<file path="config.mk">
export PLATFORM = sky130hd
export DESIGN_NAME = ac2_rr_mux_flat
export DESIGN_NICKNAME = d
export VERILOG_FILES = /design/src/rtl/ac2_rr_mux_if.sv /design/src/rtl/ac2_rr_mux.sv /design/src/flat_wrapper.sv
export SDC_FILE = /design/constraint.sdc
export NUM_CORES = 1
export LEC_CHECK = 0
export CAP_MARGIN = 20
export CORE_MARGIN = 4
export CORE_UTILIZATION = 38
export DETAILED_ROUTE_END_ITERATION = 10
export PLACE_DENSITY_LB_ADDON = 0.08
export SYNTH_ARGS = -nofsm -noshare
export SYNTH_HDL_FRONTEND = slang
export SYNTH_SLANG_ARGS = --single-unit
export TNS_END_PERCENT = 1
</file>
<file path="constraint.sdc">
create_clock -name clk -period 2.7 [get_ports clk]
set_input_delay 0.405 -clock clk [delete_from_list [all_inputs] [get_ports clk]]
set_output_delay 0.405 -clock clk [all_outputs]
set_load 0.03 [all_outputs]
</file>
<file path="src/rtl/ac2_rr_mux_if.sv">
// Handshake bundle between shift-register channels, the rr mux and AC2_adder.
// out_count exists only when AC2_MUX_STATS_EN is defined.
interface ac2_rr_mux_if #(
  parameter int M  = 16,
  parameter int Pa = 8,
  parameter int N  = 4
);
  localparam int W  = $clog2(M) + Pa + 1;
  localparam int CW = $clog2(N);

  logic [N*W-1:0] in_data;
  logic [N-1:0]   in_valid;
  logic [N-1:0]   in_ready;
  logic           force_en;
  logic [CW-1:0]  force_sel;
  logic [W-1:0]   out_data;
  logic [CW-1:0]  out_ch;
  logic           out_valid;
  logic           out_ready;
`ifdef AC2_MUX_STATS_EN
  logic [15:0]    out_count;
`endif

  modport slave (
    input  in_data, in_valid, force_en,
    input  force_sel, out_ready,
    output in_ready, out_data, out_ch,
    output out_valid
`ifdef AC2_MUX_STATS_EN
    , output out_count
`endif
  );

  modport master (
    output in_data, in_valid, force_en,
    output force_sel, out_ready,
    input  in_ready, out_data, out_ch,
    input  out_valid
`ifdef AC2_MUX_STATS_EN
    , input out_count
`endif
  );
endinterface

</file>
<file path="src/rtl/ac2_rr_mux.sv">
// N-channel round-robin registered arbiter-mux feeding AC2_adder.
// Optional beat counter guarded by AC2_MUX_STATS_EN.
module ac2_rr_mux #(
  parameter int M  = 16,
  parameter int Pa = 8,
  parameter int N  = 4
) (
  input  logic        clk,
  input  logic        rst_n,
  ac2_rr_mux_if.slave bus
);
  localparam int W  = $clog2(M) + Pa + 1;
  localparam int CW = $clog2(N);

  logic [W-1:0]  r_data;
  logic [CW-1:0] r_ch;
  logic          r_valid;
  logic [CW-1:0] r_ptr;

  logic [N-1:0]  w_elig;
  logic          w_any;
  logic [CW-1:0] w_gidx;
  logic [CW-1:0] w_nxt;
  logic [CW:0]   w_j;
  logic          w_load;
  logic          w_take;
  logic [N-1:0]  w_rdy;

  assign w_load = !r_valid | bus.out_ready;
  assign w_take = rst_n & w_load & w_any;

  // Eligible set: all valid channels, or only the forced one
  always_comb begin
    w_elig = '0;
    if (!bus.force_en) begin
      w_elig = bus.in_valid;
    end else if ({1'b0, bus.force_sel} < (CW+1)'(N)) begin
      w_elig[bus.force_sel] = bus.in_valid[bus.force_sel];
    end
  end

  // First eligible channel scanning from r_ptr, wrapping mod N
  always_comb begin
    w_any  = 1'b0;
    w_gidx = '0;
    w_j    = '0;
    for (int i = N - 1; i >= 0; i--) begin
      w_j = {1'b0, r_ptr} + (CW+1)'(i);
      if (w_j >= (CW+1)'(N)) w_j = w_j - (CW+1)'(N);
      if (w_elig[w_j[CW-1:0]]) begin
        w_any  = 1'b1;
        w_gidx = w_j[CW-1:0];
      end
    end
  end

  assign w_nxt = (w_gidx == CW'(N - 1)) ? '0 : w_gidx + 1'b1;

  // One-hot take strobe toward the granted channel
  always_comb begin
    w_rdy = '0;
    if (w_take) w_rdy[w_gidx] = 1'b1;
  end

  // Output register: reload on grant, drop valid when idle, hold on stall
  always_ff @(posedge clk or negedge rst_n) begin
    if (!rst_n) begin
      r_data  <= '0;
      r_ch    <= '0;
      r_valid <= 1'b0;
      r_ptr   <= '0;
    end else if (w_load) begin
      if (w_any) begin
        r_data  <= bus.in_data[w_gidx*W +: W];
        r_ch    <= w_gidx;
        r_valid <= 1'b1;
        r_ptr   <= w_nxt;
      end else begin
        r_valid <= 1'b0;
      end
    end
  end

  assign bus.in_ready  = w_rdy;
  assign bus.out_data  = r_data;
  assign bus.out_ch    = r_ch;
  assign bus.out_valid = r_valid;

`ifdef AC2_MUX_STATS_EN
  logic [15:0] r_count;

  // Saturating count of beats accepted by the adder
  always_ff @(posedge clk or negedge rst_n) begin
    if (!rst_n) begin
      r_count <= '0;
    end else if (r_valid && bus.out_ready &&
                 r_count != 16'hFFFF) begin
      r_count <= r_count + 16'd1;
    end
  end

  assign bus.out_count = r_count;
`endif
endmodule
</file>
<file path="src/flat_wrapper.sv">
// flat-port wrapper written by rule: the top's interface ports become plain ports
module ac2_rr_mux_flat 
#(
  parameter int M  = 16,
  parameter int Pa = 8,
  parameter int N  = 4
)
  (clk, rst_n, bus_in_data, bus_in_valid, bus_force_en, bus_force_sel, bus_out_ready, bus_in_ready, bus_out_data, bus_out_ch, bus_out_valid);
  ac2_rr_mux_if #(.M(M), .Pa(Pa), .N(N)) bus_i ();
  input  logic clk;
  input  logic rst_n;
  input wire logic [$bits(bus_i.in_data)-1:0] bus_in_data;
  input wire logic [$bits(bus_i.in_valid)-1:0] bus_in_valid;
  input wire logic [$bits(bus_i.force_en)-1:0] bus_force_en;
  input wire logic [$bits(bus_i.force_sel)-1:0] bus_force_sel;
  input wire logic [$bits(bus_i.out_ready)-1:0] bus_out_ready;
  output wire logic [$bits(bus_i.in_ready)-1:0] bus_in_ready;
  output wire logic [$bits(bus_i.out_data)-1:0] bus_out_data;
  output wire logic [$bits(bus_i.out_ch)-1:0] bus_out_ch;
  output wire logic [$bits(bus_i.out_valid)-1:0] bus_out_valid;
  assign bus_i.in_data = bus_in_data;
  assign bus_i.in_valid = bus_in_valid;
  assign bus_i.force_en = bus_force_en;
  assign bus_i.force_sel = bus_force_sel;
  assign bus_i.out_ready = bus_out_ready;
  assign bus_in_ready = bus_i.in_ready;
  assign bus_out_data = bus_i.out_data;
  assign bus_out_ch = bus_i.out_ch;
  assign bus_out_valid = bus_i.out_valid;
  ac2_rr_mux #(.M(M), .Pa(Pa), .N(N)) u_core (.clk(clk), .rst_n(rst_n), .bus(bus_i));
endmodule
</file>
### After elaboration in Yosys (flattened, before gate mapping)

Cells that the tools add are included.

| cells by class | value |
|---|---|
| shifts and indexed selects | 1 |
| add/subtract/negate cells | 8 |
| eq/ne operators | 1 |
| reductions and logical operators | 4 |
| $mul | 1 |
| mux-type cells | 30 |
| $lt $le $gt $ge | 12 |
| bitwise operators | 4 |

Operators with widths:

| operator | number |
|---|---|
| $shiftx 52x7->13 | 1 |
| $lt 2x3->1 const B | 6 |
| $mux 2 | 9 |
| $mux 1 | 12 |
| $bmux 1 s2 | 5 |
| $ge 3x3->1 const B | 3 |
| $mux 4 | 2 |
| $sub 2x1->2 const B | 4 |
| $add 2x2->3 const B | 2 |
| $mul 2x4->6 const B | 1 |
| $and 4x4->4 | 1 |
| $demux 1 s2 | 2 |
| $ge 2x1->1 const B | 2 |
| $add 2x1->3 const B | 1 |
| $ge 2x3->1 const B | 1 |
| $add 2x1->2 const B | 1 |
| $and 1x1->1 | 2 |
| $eq 2x2->1 const B | 1 |
| $logic_and 1x1->1 | 2 |
| $reduce_and 2->1 | 1 |
| $logic_not 1->1 | 1 |
| $or 1x1->1 | 1 |

| storage, ports and cells | value |
|---|---|
| word-level logic and storage cells | 65 |
| register bits | 18 |
| output and inout port bits | 20 |
| input bits | 62 |

### Logic depth before layout (Yosys ltp)

Gate-level depths: netlist of run 1.

| logic depth | value |
|---|---|
| depth in word-level cells | 17 |
| gate-level depth with buffers | 8 |
| gate-level depth less buffers | 6 |

### Worst setup path before layout of run 1

No wires, ideal clock.

| timing path | value |
|---|---|
| path type | input-to-output |
| start | input bus_force_sel[0] |
| end | output bus_in_ready[0] |
| slack | -122 ps |
| stages | 5 |
| data required time | 2295 ps |
| arrival | 2417 ps |
| cells stage by stage | nand2b_1 a2111oi_2 a2111oi_4 buf_6 nor4b_1 |

| between the ends | value |
|---|---|
| word-level cells in the longest chain between the ends | 17 |
| elaborated cells between the ends (all ways) | 32 |
| those cells by class | order compare: 4; mux: 24; bitwise: 2; reduce/logical: 2 |

Ends and longest elaborated chain:

| element | RTL line | text |
|---|---|---|
| start: declaration | flat_wrapper.sv:15 | `input wire logic [$bits(bus_i.force_sel)-1:0] bus_force_sel;` |
| $lt 2x3->1 (implied by the code) / $ge 2x1->1 (equally long branches) | ac2_rr_mux.sv:38 | `w_elig[bus.force_sel] = bus.in_valid[bus.force_sel];` |
| $logic_and 1x1->1 (implied by the code) | ac2_rr_mux.sv:38 |  |
| $mux 1 (implied by the code) | ac2_rr_mux.sv:38 |  |
| $demux 1 s2 | n/a |  |
| $and 4x4->4 (no line) * | n/a |  |
| $mux 4 * | ac2_rr_mux.sv:35 | `if (!bus.force_en) begin` |
| $bmux 1 s2 | ac2_rr_mux.sv:50 | `if (w_elig[w_j[CW-1:0]]) begin` |
| $mux 1 (implied by the code) | ac2_rr_mux.sv:50 |  |
| $mux 2 (4 in a row) | ac2_rr_mux.sv:50 |  |
| $lt 2x3->1 (implied by the code) / $ge 2x1->1 (equally long branches) | ac2_rr_mux.sv:62 | `if (w_take) w_rdy[w_gidx] = 1'b1;` |
| $logic_and 1x1->1 (implied by the code) | ac2_rr_mux.sv:62 |  |
| $mux 1 (implied by the code) | ac2_rr_mux.sv:62 |  |
| $demux 1 s2 | n/a |  |
| $mux 4 * | ac2_rr_mux.sv:62 |  |
| end: declaration | flat_wrapper.sv:17 | `output wire logic [$bits(bus_i.in_ready)-1:0] bus_in_ready;` |

Every way passes the cells marked *; elsewhere a longest branch is shown, timed or not. The select of a mux whose other input is x is not followed.

### Final worst setup path of run 1

Ends and elaborated chain as after synthesis.

==> results by group, run 1 <==
Yosys
  • Syn Inst Count: 130
  • Unique cell type count in the Yosys netlist: 40
  • Sequential area share after synthesis: about a third
  • Synth warn: 0
  • Mapped Nets: 193
  • Syn_area_per_cell: between 10 and 15 sq um
  • Mapped cell area: between 1000 and 1500 sq um
  • Synthesized flop and latch total: 18

Timing
  • Period utilization: a little over nine tenths
  • Hold Fails Final Rpt: 0
  • RSZ-0062 raised after global routing: false
  • Min cycle time layout: roughly 2.6 ns
  • Worst-margin pin slew: 0.3928 ns
  • Highest Clock Rate: 383.6 MHz
  • Setup TNS: 0 ns
  • # setup viols final: 0
  • Fin Clk Skew: a little over 0.006 ns
  • Final max-slew violation count: 0
  • Relative slew slack: 73.81%

GRT
  • Total grt overflow: 0
  • Antenna violations before repair: 0
  • Largest net degree at the start of global routing: 19
  • First-pass GRT wire length: between 6 and 7 mm
  • Via count of the first global-routing pass: roughly 1600
  • Total track usage: approximately a fifth

Clocking
  • # H-tree levels: 1
  • Worst-case clock buffer depth: 2
  • Hold buffers post-CTS: 0
  • TritonCTS clock tree: yes
  • Later-pin clock latency in the skew report: a little over 0.3 ns
  • CTS Buf Count: 3
  • Root Buffer: clkbuf_4
  • Clk pin slew, worst setup/hold paths: approximately 0.11 ns
  • Clock Sinks: 18

Floorplanning
  • Top Ports: between 80 and 90
  • Die ar.: ~4700 sq um
  • Die W: 68.35 um
  • Core area: roughly 3400 sq um
  • Die extent in y: 68.35 um
  • Rows: 21
  • Starting Density: 40.51%

Critical path
  • Type of the worst setup path: input pin to primary output
  • Setup crit start kind: input pin
  • FF-to-FF setup slack: 0.33 ns
  • Critical Path Sink Type: primary output
  • WP data arrival: around 2.2 ns
  • Crit path max fanout: 6
  • Critical Path RT: 2.30 ns

Cells and area
  • Fin util: between 70% and 80%
  • Nets: roughly 300
  • Non-filler cells, final: approximately 280
  • Ant diodes: 0
  • Layout cell share with drive strength beyond 1: between 20% and 30%
  • Area grow syn2layout: 75.68%
  • Cell area after layout: around 2400 sq um
  • # fillers: 262

Placement
  • Post-DP HPWL: about 3.6 mm
  • IO Port Bufs: a little over 80
  • RD Place Congestion: 0.8743
  • Total placed cells including tap cells: 266
  • DP Area: 2316 sq um

Power and ir drop
  • P_int: approximately 850 uW
  • P_sw: between 500 and 600 uW
  • Worst IR Drop VDD: roughly 0.38 mV
  • Clock power share: 12.5%
  • PD cells: around 580 nW/um^2
  • Combinational power share: between 50 and 60%
  • Sequential power share: ~29%
  • Leakage power: 1.034 nW
  • Net Sw Frac: between 30% and 40%

Drt
  • Total Wirelength: 4.514 mm
  • Via count: approximately 1500
  • DRC: 0
  • Number of detailed-route iterations in the first pass: 4
  • Via density per instance: between 5 and 6
  • Initial DRC Count: 60
  • WL per Instance: ~16 um
  • Post-DRT Antenna Nets: 0

Run
  • MaxCap Viol Count: 0

Run status
  • Run status: finished, final reports clean

Min path
  • Min-delay worst type: input pin to asynchronous set/reset pin
-- worst max-delay path, cell delays in order --
cell and delay [ns]:
dlygate4sd2_1 0.31, nand2b_1 0.22, a2111oi_4 0.41, a2111oi_4 0.11
buf_4 0.15, buf_4 0.13, nor4b_2 0.26, buf_4 0.20
-- state kept, by name, indices dropped and copies added (netlist names) --
register / count
u_core.bus.out_valid: 1
u_core.bus.out_data: 13
u_core.r_ptr: 2
u_core.bus.out_ch: 2
-- cells in the mapped netlist (all sizes together) --
cell type | n | share of area (%)
a2111oi | 2 | 3.1
nand3 | 4 | 1.4
o22a | 1 | 0.72
a21bo | 1 | 1.2
o221ai | 13 | 10
o31ai | 1 | 1.5
dfrtp | 18 | 33
nor3 | 1 | 0.36
o311ai | 1 | 1.9
o22ai | 1 | 0.45
nand3b | 1 | 0.54
and2b | 1 | 0.63
a31oi | 1 | 0.45
buf | 7 | 4.7
and2 | 1 | 0.54
a221oi | 1 | 0.63
o21ai | 5 | 2.6
a21oi | 2 | 0.99
and3 | 2 | 0.90
mux2i | 27 | 20
nor4b | 1 | 0.63
nand2 | 18 | 4.9
nor3b | 1 | 0.90
inv | 4 | 1.1
ha | 1 | 0.90
nand2b | 4 | 2.0
nor2b | 1 | 0.45
o31a | 1 | 0.63
a21o | 2 | 1.2
nor2 | 5 | 1.4
and4 | 1 | 0.72
-- per-stage QoR --
step           hold WS [ns]  setup slack (ns)  total power, mW
6_report             0.3188           0.09334            1.420
2_1_floorplan        0.1094            0.2647           0.8671
3_3_place_gp         0.4603          -0.03444            1.185
3_5_place_dp         0.4722           -0.1362            1.208
4_1_cts              0.3025           0.06658            1.437
5_1_grt              0.3065         0.0007887            1.505
-- power groups by stage --
stage               Combinational, mW  Clock (mW)  Sequential, mW
floorplan                       0.323           0           0.544
global placement                0.781           0           0.404
detailed placement              0.799           0           0.409
CTS                             0.843       0.186           0.407
global route                    0.892       0.195           0.419
finish                          0.836       0.177           0.407
-- worst paths after layout --
path                                             start                 endpoint  depth (start not counted)
worst max-delay path                  bus_force_sel[0]          bus_in_ready[0]                          8
worst min-delay path                             rst_n  u_core.bus.out_data[10]                          1
worst max register to register         u_core.r_ptr[0]     u_core.bus.out_ch[0]                         13
worst min register to register  u_core.bus.out_data[4]   u_core.bus.out_data[4]                          2
max in group asynchronous                        rst_n   u_core.bus.out_data[1]                          2
min in group clk                u_core.bus.out_data[4]   u_core.bus.out_data[4]                          2
-- cell usage in the layout, fill, tap and decap left out, drive strengths merged, types with 4 or more instances in the layout --
cell / n
o221ai: 13
buf: 29
o21ai: 5
nand2: 18
inv: 4
clkdlybuf4s50: 73
dfrtp: 18
dlygate4sd2: 4
nand2b: 4
nand3: 4
mux2i: 27
clkbuf: 4
nor2: 5
-- timing repair --
action,in CTS,in global routing
pin swaps,1,1
resized for setup,7,1
setup buffers,9,0
endpoints found under the setup margin,4,2
endpoints found under the hold margin,0,0
-- routing by layer --
layer	share of wire, %	GRT usage [%]	vias to the layer above
met5	0	0	-
met4	1.2	7.444	0
met3	7.8	4.433	5
met2	54	37.06	61
met1	37	20.85	693
li1	-	-	702
-- cell type report --
cell class,count,area (sq um),share of cell area [%]
Timing Repair Buffer,106,999.7,41.12
Multi-Input combinational cell,101,872.1,35.87
Sequential cell,18,450.4,18.53
Tap cell,46,57.56,2.367
Clock buffer,4,36.28,1.493
Inverter,4,15.01,0.6176
-- cell families after synthesis --
logic type,after synthesis,synth area share (%)
adders and majority gates,1,0.9040
AOI/OAI and AO/OA,32,25.86
DFF,18,32.55
muxes,27,19.53
and+or+nand+nor,41,15.37
buffers and inverters,11,5.785
(Power assumes the default switching activity.)
==> run 2: changes to the inputs <==
--- a/config.mk
+++ b/config.mk
@@ -5,11 +5,13 @@
 export SDC_FILE = /design/constraint.sdc
 export NUM_CORES = 1
 export LEC_CHECK = 0
+export ABC_AREA = 1
 export CAP_MARGIN = 20
 export CORE_MARGIN = 4
-export CORE_UTILIZATION = 38
+export CORE_UTILIZATION = 41
 export DETAILED_ROUTE_END_ITERATION = 10
 export PLACE_DENSITY_LB_ADDON = 0.08
+export SLEW_MARGIN = 20
 export SYNTH_ARGS = -nofsm -noshare
 export SYNTH_HDL_FRONTEND = slang
 export SYNTH_SLANG_ARGS = --single-unit
==> run 2 against run 1 <==
  * Clock-buffer cell count unchanged
  * Die area up 9.2%
  * Combinational power rose to 3.5 times the previous value
  * First-iteration DRC count up 140%
  * Core utilization down 1.4 points
  * Register-to-register slack better by 0.17 ns
  * Sequential power up 31%
  * Flip-flop and latch count unchanged
  * Hold slack better by 0.16 ns
  * Area after synthesis up 19%
  * Power rose to 2.6 times the previous value
  * Critical path type unchanged
  * Largest cell class is now multi-input gates
  * Largest power group unchanged
==> results by group, run 2 <==
Critical path
  • Critical Path Sink Type: primary output
  • CP Cell Sequence: clkdlybuf4s50_1 -> a21bo_1 -> nand2_1 -> nand3_2 -> nand2_2 -> inv_2 -> a21oi_2 -> nand2_4 -> nand2_2 -> inv_2 -> ha_1 -> inv_1 -> nor2_1 -> buf_4
  • Worst path bufs/invs: 5 (+1)
  • Crit path max-delay family: buffers and inverters
  • Type of the worst setup path: input pin to primary output
  • Worst path max stage delay: 0.44 ns (+0.03 ns)
  • WP data arrival: 2.19 ns (about the same)
  • Worst path slowest cell: clkdlybuf4s50_1
  • Crit path max fanout: 3 (-3)
  • Critical Path RT: 2.30 ns (about the same)
  • Setup crit start kind: input pin

Clocking
  • Worst-case clock buffer depth: 2 (unchanged)
  • CTS Buf Count: 3 (unchanged)
  • Clock Sinks: 18 (unchanged)
  • Root Buffer: clkbuf_8
  • TritonCTS clock tree: yes
  • Hold buffers post-CTS: 0 (unchanged)
  • # H-tree levels: 1 (unchanged)
  • Clk pin slew, worst setup/hold paths: 0.06 ns (-0.05 ns)
  • Later-pin clock latency in the skew report: 0.24 ns (-0.07 ns)

Timing
  • Final max-slew violation count: 0 (unchanged)
  • Relative slew slack: 76.72% (+2.9 points)
  • Hold Fails Final Rpt: 0 (unchanged)
  • Period utilization: 96.14% (-0.40 points)
  • # setup viols final: 0 (unchanged)
  • Hold WS: 0.4775 ns (+0.1587 ns)
  • Highest Clock Rate: 385.2 MHz (+0.42%)
  • Fin Clk Skew: 0.0009053 ns (-0.005136 ns)
  • Worst-margin pin slew: 0.3481 ns (-0.04472 ns)
  • Min cycle time layout: 2.596 ns (-0.01088 ns)

Floorplanning
  • Rows: 22 (+4.8%)
  • Starting Density: 43.73% (+3.2 points)
  • Top Ports: 82 (unchanged)
  • Die ar.: 5101 sq um (+9.2%)
  • Die W: 71.42 um (+4.5%)
  • Die extent in y: 71.42 um (+4.5%)
  • Core area: 3771 sq um (+10%)

Drt
  • Total Wirelength: 4.573 mm (+1.3%)
  • DRC: 0 (unchanged)
  • Number of detailed-route iterations in the first pass: 4 (unchanged)
  • Via density per instance: 4.581 (-13%)
  • Post-DRT Antenna Nets: 0 (unchanged)
  • Initial DRC Count: 143 (+140%)
  • WL per Instance: 10.94 um (-32%)
  • Via count: 1915 (+31%)

Cells and area
  • Ant diodes: 0 (unchanged)
  • Most common cell after layout, fill and taps aside: nand2_1
  • Area grow syn2layout: 59.48%
  • # fillers: 349 (+33%)
  • Non-filler cells, final: 418 (+50%)
  • Layout cell share with drive strength beyond 1: 12.70% (-10 points)
  • Most frequent cells in the layout: 96 x nand2_1, 74 x clkdlybuf4s50_1, 61 x inv_1, 59 x nand3_1, 17 x dfrtp_1
  • Max reg flops: 13 (unchanged)
  • Nets: 434 (+46%)

Yosys
  • Top FF cell, synth: dfrtp_1
  • Unique cell type count in the Yosys netlist: 22 (-45%)
  • Largest cells by area after synthesis: dfrtp_1 27%, nand2_1 23%, nand3_1 19%
  • Synthesized flop and latch total: 18 (unchanged)
  • Syn_area_per_cell: 5.746 sq um (-46%)
  • Mapped Nets: 350 (+81%)
  • Count leader, synth: nand2_1
  • Post-synthesis mux area share: 0% (-20 points)
  • Synth Area in Simple Gates: 47.50% (+32 points)
  • Area share of xor/xnor cells in the synthesized design: 0.9863% (+0.99 points)
  • Post-Synth Adder-Cell Area: 0.7587% (-0.15 points)
  • Syn Inst Count: 287 (+120%)
  • Post-synthesis compound-gate area fraction: 3.263% (-23 points)
  • Yosys top cell area share: 27.31% (-5.2 points)
  • Cell taking the most area after synthesis: dfrtp_1
  • Synth cell count leaders: 103 x nand2_1, 63 x inv_1, 61 x nand3_1
  • Synth warn: 0 (unchanged)
  • Post-synth ARST share: 100.0% (unchanged)
  • Main combinational cell family by area after synthesis: simple AND/OR/NAND/NOR gates
  • Sequential area share after synthesis: 27.31% (-5.2 points)
  • Mapped cell area: 1649 sq um (+19%)
  • Post-synth EDFFs: 0 (unchanged)

Power and ir drop
  • Total power draw: 3.683 mW (+160%)
  • Leakage power: 1.495 nW (+45%)
  • P_int: 1.677 mW (+97%)
  • Sequential power share: 14.5% (-14 points)
  • Worst IR Drop VDD: 0.8245 mV (+120%)
  • Clock power share: 5.7% (-6.8 points)
  • P_sw: 2.006 mW (+250%)
  • PD cells: 1401 nW/um^2 (+140%)
  • Net Sw Frac: 54.47% (+14 points)
  • Combinational power share: 79.8% (+21 points)

Run
  • MaxCap Viol Count: 0 (unchanged)

GRT
  • Total grt overflow: 0 (unchanged)
  • Antenna violations before repair: 0 (unchanged)
  • Total track usage: 17.28% (-2.3 points)
  • Largest net degree at the start of global routing: 28 (+9)
  • Via count of the first global-routing pass: 1710 (+9.1%)
  • First-pass GRT wire length: 7.410 mm (+8.9%)

Run status
  • Run status: finished, final reports clean

Placement
  • Total placed cells including tap cells: 412 (+55%)
  • RD Place Congestion: 0.7731 (-12%)
  • IO Port Bufs: 81 (unchanged)
  • Post-DP HPWL: 3.487 mm (-3.8%)

Min path
  • Min-delay worst type: flip-flop to flip-flop
## run 2: cell count changes in the layout (fill, tap and decap cells not counted), moves of 5 or more
cell | before | now
nand2_2 | 0 | 10
nand3_1 | 4 | 59
inv_1 | 3 | 61
o221ai_2 | 5 | 0
buf_4 | 27 | 15
o221ai_1 | 8 | 0
nand2_1 | 18 | 96
mux2i_1 | 27 | 0
## run 2: power groups by stage
stage          Combinational, mW  Sequential, mW  Clock [mW]
2_1_floorplan               1.87           0.739           0
3_3_place_gp                2.82           0.530           0
3_5_place_dp                2.85           0.530           0
4_1_cts                     2.86           0.527       0.217
5_1_grt                     3.29           0.555       0.230
6_report                    2.94           0.534       0.210
## run 2: worst paths after layout
path                       slack (ns)                endpoint                   start  depth (start not counted)
setup reg to reg                 0.50  u_core.bus.out_data[8]         u_core.r_ptr[0]                         15
max in group asynchronous        1.94         u_core.r_ptr[0]                   rst_n                          2
setup / recovery                 0.10         bus_in_ready[2]         bus_in_valid[3]                         14
min in group asynchronous        0.55    u_core.bus.out_valid                   rst_n                          2
hold reg to reg                  0.48  u_core.bus.out_data[5]  u_core.bus.out_data[5]                          2
hold / removal                   0.48  u_core.bus.out_data[5]  u_core.bus.out_data[5]                          2
## run 2: what timing repair did
| action | CTS | global route |
|---|---|---|
| pin swaps | 1 | 4 |
| endpoints found under the setup margin | 1 | 4 |
| setup buffers | 0 | 2 |
| gates resized for setup | 1 | 21 |
| endpoints found under the hold margin | 0 | 0 |
## run 2: logic make-up after synthesis
logic type               after synthesis
AND/OR/NAND/NOR                      180
AO/OA/AOI/OAI                          8
XOR/XNOR                               1
buffers and inverters                 79
adder cells (fa/ha/maj)                1
flip-flops                            18
## run 2: worst min-delay path: stages (launching register included)
cell	delay (ns)
dfrtp_1	0.34
nand2_1	0.05
nand2_1	0.05
## run 2: per-stage QoR
stage                     setup TNS (ns)  setup WS (ns)  cell area (sq um)  util (%)
after global routing            -0.01724       -0.01724               2630     69.74
after CTS                              0       0.001267               2550     67.62
final                                  0         0.1042               2630     69.74
after detailed placement               0       0.005363               2492     66.09
after global placement                 0        0.03540               2492     66.09
after floorplan                        0        0.06135               1649         -
## run 2: area by class of cell
type                       instances  area (sq um)  share of cell area, %
multi-input combinational        190         924.6                  35.16
timing repair buffer              92         890.9                  33.87
clock buffer                       4         55.05                  2.093
inverter                          66         247.7                  9.420
sequential                        18         451.7                  17.17
tap                               48         60.06                  2.284
## run 2: metal layers
metal	part of all wire [%]	vias up	GRT usage, %
met5	0	-	0
met4	0.50	0	2.505
met3	10	2	4.208
met2	44	79	27.55
met1	46	805	24.19
li1	-	1029	-
